### config.mk
export PLATFORM = sky130hd
export DESIGN_NAME = regfile_sequencer
export DESIGN_NICKNAME = d
export VERILOG_FILES = /design/src/rtl/regfile_sequencer_pkg.sv /design/src/rtl/regfile_sequencer.sv
export SDC_FILE = /design/constraint.sdc
export NUM_CORES = 1
export LEC_CHECK = 0
export ABC_AREA = 1
export CORE_MARGIN = 4
export CORE_UTILIZATION = 35
export CTS_BUF_LIST = sky130_fd_sc_hd__clkbuf_8
export DETAILED_ROUTE_END_ITERATION = 8
export PLACE_DENSITY_LB_ADDON = 0.3
export RECOVER_POWER = 50
export SLEW_MARGIN = 20
export SYNTH_ARGS = -nofsm -noshare
export SYNTH_HDL_FRONTEND = slang
export SYNTH_SLANG_ARGS = --single-unit
### constraint.sdc
create_clock -name clock -period 1.4 [get_ports clock]
set_input_delay 0.42 -clock clock [delete_from_list [all_inputs] [get_ports clock]]
set_output_delay 0.42 -clock clock [all_outputs]
set_load 0.02 [all_outputs]
### src/rtl/regfile_sequencer_pkg.sv
// ============================================================================
// regfile_sequencer_pkg : shared op/state encodings and width defaults
// Revision 1.0 - initial release
// ============================================================================
`default_nettype none

package regfile_sequencer_pkg;

  localparam int DATA_W_DEF = 8;
  localparam int ADDR_W_DEF = 3;

  typedef enum logic [1:0] {
    OP_READ  = 2'b00,
    OP_WRITE = 2'b01,
    OP_MOVE  = 2'b10,
    OP_SWAP  = 2'b11
  } op_e;

  typedef enum logic [2:0] {
    ST_IDLE = 3'd0,
    ST_RD_A = 3'd1,
    ST_RD_B = 3'd2,
    ST_WR_A = 3'd3,
    ST_WR_B = 3'd4,
    ST_RESP = 3'd5
  } state_e;

endpackage

`default_nettype wire

### src/rtl/regfile_sequencer.sv
// ============================================================================
// regfile_sequencer : sequences READ/WRITE/MOVE/SWAP over a 1-port register file
// Revision 1.0 - initial release
// ============================================================================
`default_nettype none

module regfile_sequencer
  import regfile_sequencer_pkg::*;
#(
  parameter int DATA_W = DATA_W_DEF,
  parameter int ADDR_W = ADDR_W_DEF
) (
  input  logic              clock,
  input  logic              reset,
  input  logic              req_valid,
  output logic              req_ready,
  input  logic [1:0]        req_op,
  input  logic [ADDR_W-1:0] req_ra,
  input  logic [ADDR_W-1:0] req_rb,
  input  logic [DATA_W-1:0] req_wdata,
  output logic              rsp_valid,
  input  logic              rsp_ready,
  output logic [DATA_W-1:0] rsp_a,
  output logic [DATA_W-1:0] rsp_b,
  output logic [ADDR_W-1:0] rf_addr,
  output logic              rf_we,
  output logic [DATA_W-1:0] rf_din,
  input  logic [DATA_W-1:0] rf_dout
);

  state_e              r_state;
  op_e                 r_op;
  logic [ADDR_W-1:0]   r_ra;
  logic [ADDR_W-1:0]   r_rb;
  logic [DATA_W-1:0]   r_wdata;
  logic [DATA_W-1:0]   r_a;
  logic [DATA_W-1:0]   r_b;
  logic                r_req_ready;
  logic                r_rsp_valid;
  logic [DATA_W-1:0]   r_rsp_a;
  logic [DATA_W-1:0]   r_rsp_b;
  logic [ADDR_W-1:0]   r_rf_addr;
  logic                r_rf_we;
  logic [DATA_W-1:0]   r_rf_din;

  // Register-file drive is computed for the state being entered, so every
  // output is a flop and drops to zero the instant reset asserts.
  always_ff @(posedge clock or negedge reset) begin
    if (!reset) begin
      r_state     <= ST_IDLE;
      r_op        <= OP_READ;
      r_ra        <= '0;
      r_rb        <= '0;
      r_wdata     <= '0;
      r_a         <= '0;
      r_b         <= '0;
      r_req_ready <= 1'b0;
      r_rsp_valid <= 1'b0;
      r_rsp_a     <= '0;
      r_rsp_b     <= '0;
      r_rf_addr   <= '0;
      r_rf_we     <= 1'b0;
      r_rf_din    <= '0;
    end else begin
      r_rf_addr <= '0;
      r_rf_we   <= 1'b0;
      r_rf_din  <= '0;
      case (r_state)
        ST_IDLE: begin
          r_req_ready <= 1'b1;
          if (r_req_ready && req_valid) begin
            r_req_ready <= 1'b0;
            r_op        <= op_e'(req_op);
            r_ra        <= req_ra;
            r_rb        <= req_rb;
            r_wdata     <= req_wdata;
            r_rf_addr   <= req_ra;
            if (op_e'(req_op) == OP_WRITE) begin
              r_state  <= ST_WR_A;
              r_rf_we  <= 1'b1;
              r_rf_din <= req_wdata;
            end else begin
              r_state <= ST_RD_A;
            end
          end
        end
        ST_RD_A: begin
          r_a       <= rf_dout;
          r_rf_addr <= r_rb;
          if (r_op == OP_MOVE) begin
            r_state  <= ST_WR_B;
            r_rf_we  <= 1'b1;
            r_rf_din <= rf_dout;
          end else begin
            r_state <= ST_RD_B;
          end
        end
        ST_RD_B: begin
          r_b <= rf_dout;
          if (r_op == OP_SWAP) begin
            r_state   <= ST_WR_A;
            r_rf_addr <= r_ra;
            r_rf_we   <= 1'b1;
            r_rf_din  <= rf_dout;
          end else begin
            r_state     <= ST_RESP;
            r_rsp_valid <= 1'b1;
            r_rsp_a     <= r_a;
            r_rsp_b     <= rf_dout;
          end
        end
        ST_WR_A: begin
          if (r_op == OP_SWAP) begin
            r_state   <= ST_WR_B;
            r_rf_addr <= r_rb;
            r_rf_we   <= 1'b1;
            r_rf_din  <= r_a;
          end else begin
            r_state     <= ST_RESP;
            r_rsp_valid <= 1'b1;
            r_rsp_a     <= r_wdata;
            r_rsp_b     <= '0;
          end
        end
        ST_WR_B: begin
          r_state     <= ST_RESP;
          r_rsp_valid <= 1'b1;
          r_rsp_a     <= r_a;
          r_rsp_b     <= (r_op == OP_SWAP) ? r_b : '0;
        end
        ST_RESP: begin
          if (rsp_ready) begin
            r_state     <= ST_IDLE;
            r_rsp_valid <= 1'b0;
            r_req_ready <= 1'b1;
          end
        end
        default: begin
          r_state     <= ST_IDLE;
          r_rsp_valid <= 1'b0;
          r_req_ready <= 1'b0;
        end
      endcase
    end
  end

  assign req_ready = r_req_ready;
  assign rsp_valid = r_rsp_valid;
  assign rsp_a     = r_rsp_a;
  assign rsp_b     = r_rsp_b;
  assign rf_addr   = r_rf_addr;
  assign rf_we     = r_rf_we;
  assign rf_din    = r_rf_din;

endmodule

`default_nettype wire

==> key figures <==
Outcome
  – Status: finished clean

Setup path
  – Crit path DAT: 960 ps
  – Cell breakdown of the critical path: clkdlybuf4s15_2
  – Worst EP required: 980 ps
  – CP delay by family, top: flip-flops
  – Crit end category: primary output
  – Crit Path Max Fanout: 1
  – WP buf/inv: 1
  – Slowest CP cell: dfrtp_1
  – CP Launch Type: flop
  – Crit Path Class: reg2out
  – Crit path depth: 1
  – Reg2reg path depth: 7
  – Critical path's largest stage delay: 360 ps

GRT
  – Largest net degree at the start of global routing: 34
  – Number of global-route vias before repair: 2917
  – First-pass GRT wire length: 14.70 mm
  – Gr ovfl total: 0
  – GRT Total Usage: 16.87%
  – Initial antenna violation count: 0

Floorplan
  – Die width: ~100 µm
  – Die area: 10770 µm²
  – Starting Density: 36.47%
  – Die height: 103.8 µm
  – Number of cell rows: 34
  – Area of the core: 8806 µm²
  – IO Count: 58

Yosys
  – Cells after Synth: about 420
  – Synthesized net count: 443
  – Seq cells post-synth: 65
  – Synthesized cell area: 3212 µm²
  – Post-synthesis simple-gate area fraction: 37.16%
  – Mux cell area share after synthesis: 0%
  – Compound-cell area share of the yosys netlist: 4.285%
  – YS warnings: 0
  – Seq/Total Area, Yosys: about half
  – Share of the synthesized area in the top cell type: 50.64%
  – Avg Inst Size Synth: 7.739 µm²
  – Unique cell type count in the Yosys netlist: 21
  – Largest family of logic cells by synthesized area: simple AND/OR/NAND/NOR gates
  – Post-synthesis adder-cell area fraction: 0%
  – Synth area leader: dfrtp_1
  – XOR/XNOR Fraction of Synth Area: 0%
  – Area contributors post-synth: dfrtp_1 51%, nand2_1 18%, nand3_1 10%, nor2_1 4.6%, o21ai_0 3.4%

Timing
  – Max Slew Vio Count: 0
  – Worst Skew: approximately 10 ps
  – Endpoints failing setup: 0
  – Rel. slew slack: 77.72%
  – Final Cycle Share: 98.36%
  – Final Hold Fails: 0
  – Slew @ Worst Pin: 334.2 ps
  – Setup slack after layout: between 20 and 25 ps
  – FMAX: 726.2 MHz
  – Fin crit period: 1377 ps
  – Sum Neg Setup Slack: 0 ps
  – Hold slack: roughly 470 ps

CTS
  – Clk buf depth: 2
  – Cts bufs inserted: 9
  – H-tree lvl count: 3
  – Root Driver: clkbuf_8
  – Insertion delay to the later sink of the worst-skew pair: about 350 ps
  – Reg clk slew, reported paths: 70 ps
  – CTS sink cnt: 65
  – TritonCTS clock tree: built

Cells and area
  – Fin util: 47.00%
  – Area delta synth->final: 28.87%
  – Layout cell share with drive strength beyond 1: a little under a fifth
  – Fin area: 4139 µm²
  – Diode count: 0
  – Nets: 524

Place
  – Placer Congestion: 0.8751
  – Hpwl dp: 6.082 mm
  – Pre-CTS setup slack: -195.3 ps
  – IO Port Bufs: 57
  – Placed inst area: 4041 µm²

Power
  – Peak supply drop: 0.9295 mV
  – Cell Int Power: roughly 0.0051 W
  – Comb power frac: 47.1%
  – Clk pwr share: 17.9%
  – P_sw: around 0.004 W
  – Power Dens Cells: ~2200 nW/µm²
  – P_leak: between 2 and 2.5 nW
  – Sw Ratio: between 40% and 50%
  – Sequential share of power: a little over a third

Worst hold path
  – Worst Hold Class: reg2reg
  – Hold Path Cell Cnt: 2

Route
  – Drt total wl: 8.902 mm
  – Drt initial violations: about 190
  – Final ANT Viol Nets: 0
  – Total number of vias: 3044
  – Wirelength per Cell: 14.62 µm
  – Via-to-Cell Ratio: 4.998
  – Drt first pass iters: 5
  – DRC viols: 0

Job
  – Maxcap violations: 0
[synthesized netlist by cell type]
| cell type | number |
|---|---|
| buf_6 | 5 |
| o21ai_0 | 22 |
| nand2_4 | 2 |
| nand3_2 | 1 |
| buf_4 | 5 |
| dfrtp_1 | 65 |
| inv_2 | 1 |
| nor2_1 | 39 |
| nand3_1 | 66 |
| inv_4 | 1 |
| nand2_1 | 155 |
| inv_1 | 25 |
| buf_2 | 9 |
| nand4_1 | 4 |
| o21ai_1 | 3 |
| clkinv_1 | 3 |
| nand2_2 | 2 |
| o211ai_1 | 1 |
| nor2_4 | 4 |
| a21oi_1 | 1 |
| nor2_8 | 1 |
[metrics by stage]
step,total power (W),cells
after floorplan,0.005963,415
after global routing,0.009757,609
after detailed placement,0.007649,590
final,0.009035,609
after global placement,0.007568,590
after CTS,0.008997,607
[metal layers]
| metal | vias up | wire length [µm] | track usage [%] |
|---|---|---|---|
| met5 | - | 0 | 0 |
| met4 | 0 | 250 | 7.123 |
| met2 | 113 | 4044 | 25.89 |
| met3 | 19 | 533 | 3.234 |
| li1 | 1479 | - | - |
| met1 | 1433 | 4073 | 23.39 |
[cell families after synthesis]
family | after synthesis
DFF | 65
and+or+nand+nor | 274
buffers and inverters | 49
AOI/OAI and AO/OA | 27
[what timing repair did]
item,4_1_cts,5_1_grt
gates cloned,0,1
setup endpoints to repair,31,20
endpoints found under the hold margin,10,0
gates resized for setup,114,11
hold buffers,1,0
pin swaps,0,2
setup buffers,0,1
[path summary, 6_finish.rpt]
| check | from | to | slack [ps] |
|---|---|---|---|
| min in group asynchronous | reset | r_op[0] | 490 |
| min reg2reg | rsp_a[3] | rsp_a[3] | 470 |
| min | rsp_a[3] | rsp_a[3] | 470 |
| max in group asynchronous | reset | r_state[0] | 210 |
| max | rf_addr[2] | rf_addr[2] | 20 |
| max reg2reg | r_state[1] | r_state[1] | 80 |
[cell usage in the layout, fill, tap and decap left out, types with 2 or more instances in the layout]
cell / instances
nand2_1: 154
clkdlybuf4s50_1: 26
nor2_1: 39
o21ai_0: 22
buf_4: 24
o21ai_1: 3
inv_4: 2
dfrtp_2: 2
clkinv_1: 3
buf_6: 3
buf_12: 2
nand2_4: 3
clkbuf_8: 10
dfrtp_1: 63
inv_1: 24
nand2_2: 2
clkinv_2: 4
nand4_1: 4
buf_2: 26
clkdlybuf4s15_2: 4
nand3_1: 66
nor2_4: 5
[area by class of cell]
type | count | area (µm²)
Clock buffer | 10 | 137.6
Sequential cell | 65 | 1629
Inverter | 30 | 117.6
Multi-Input combinational cell | 302 | 1350
Fill cell | 869 | 4667
Clock inverter | 6 | 57.56
Tap cell | 108 | 135.1
Timing Repair Buffer | 88 | 711.9
[power by group through the flow]
| stage | registers, W | clock network, W | logic (W) |
|---|---|---|---|
| 2_1_floorplan | 0.00348 | 0 | 0.00249 |
| 3_3_place_gp | 0.00317 | 0 | 0.00440 |
| 3_5_place_dp | 0.00319 | 0 | 0.00446 |
| 4_1_cts | 0.00315 | 0.00163 | 0.00421 |
| 5_1_grt | 0.00325 | 0.00171 | 0.00479 |
| 6_report | 0.00316 | 0.00162 | 0.00425 |
[sequential cells by signal, summed over array words and instances (netlist names)]
name and cells:
rsp_b 8, r_state 3, rsp_a 8, rf_we 1
rsp_valid 1, rf_din 8, r_wdata 8, r_op 2
req_ready 1, rf_addr 3, r_rb 3, r_ra 3
r_b 8, r_a 8
Note: power is estimated with default switching activity, not from simulation.
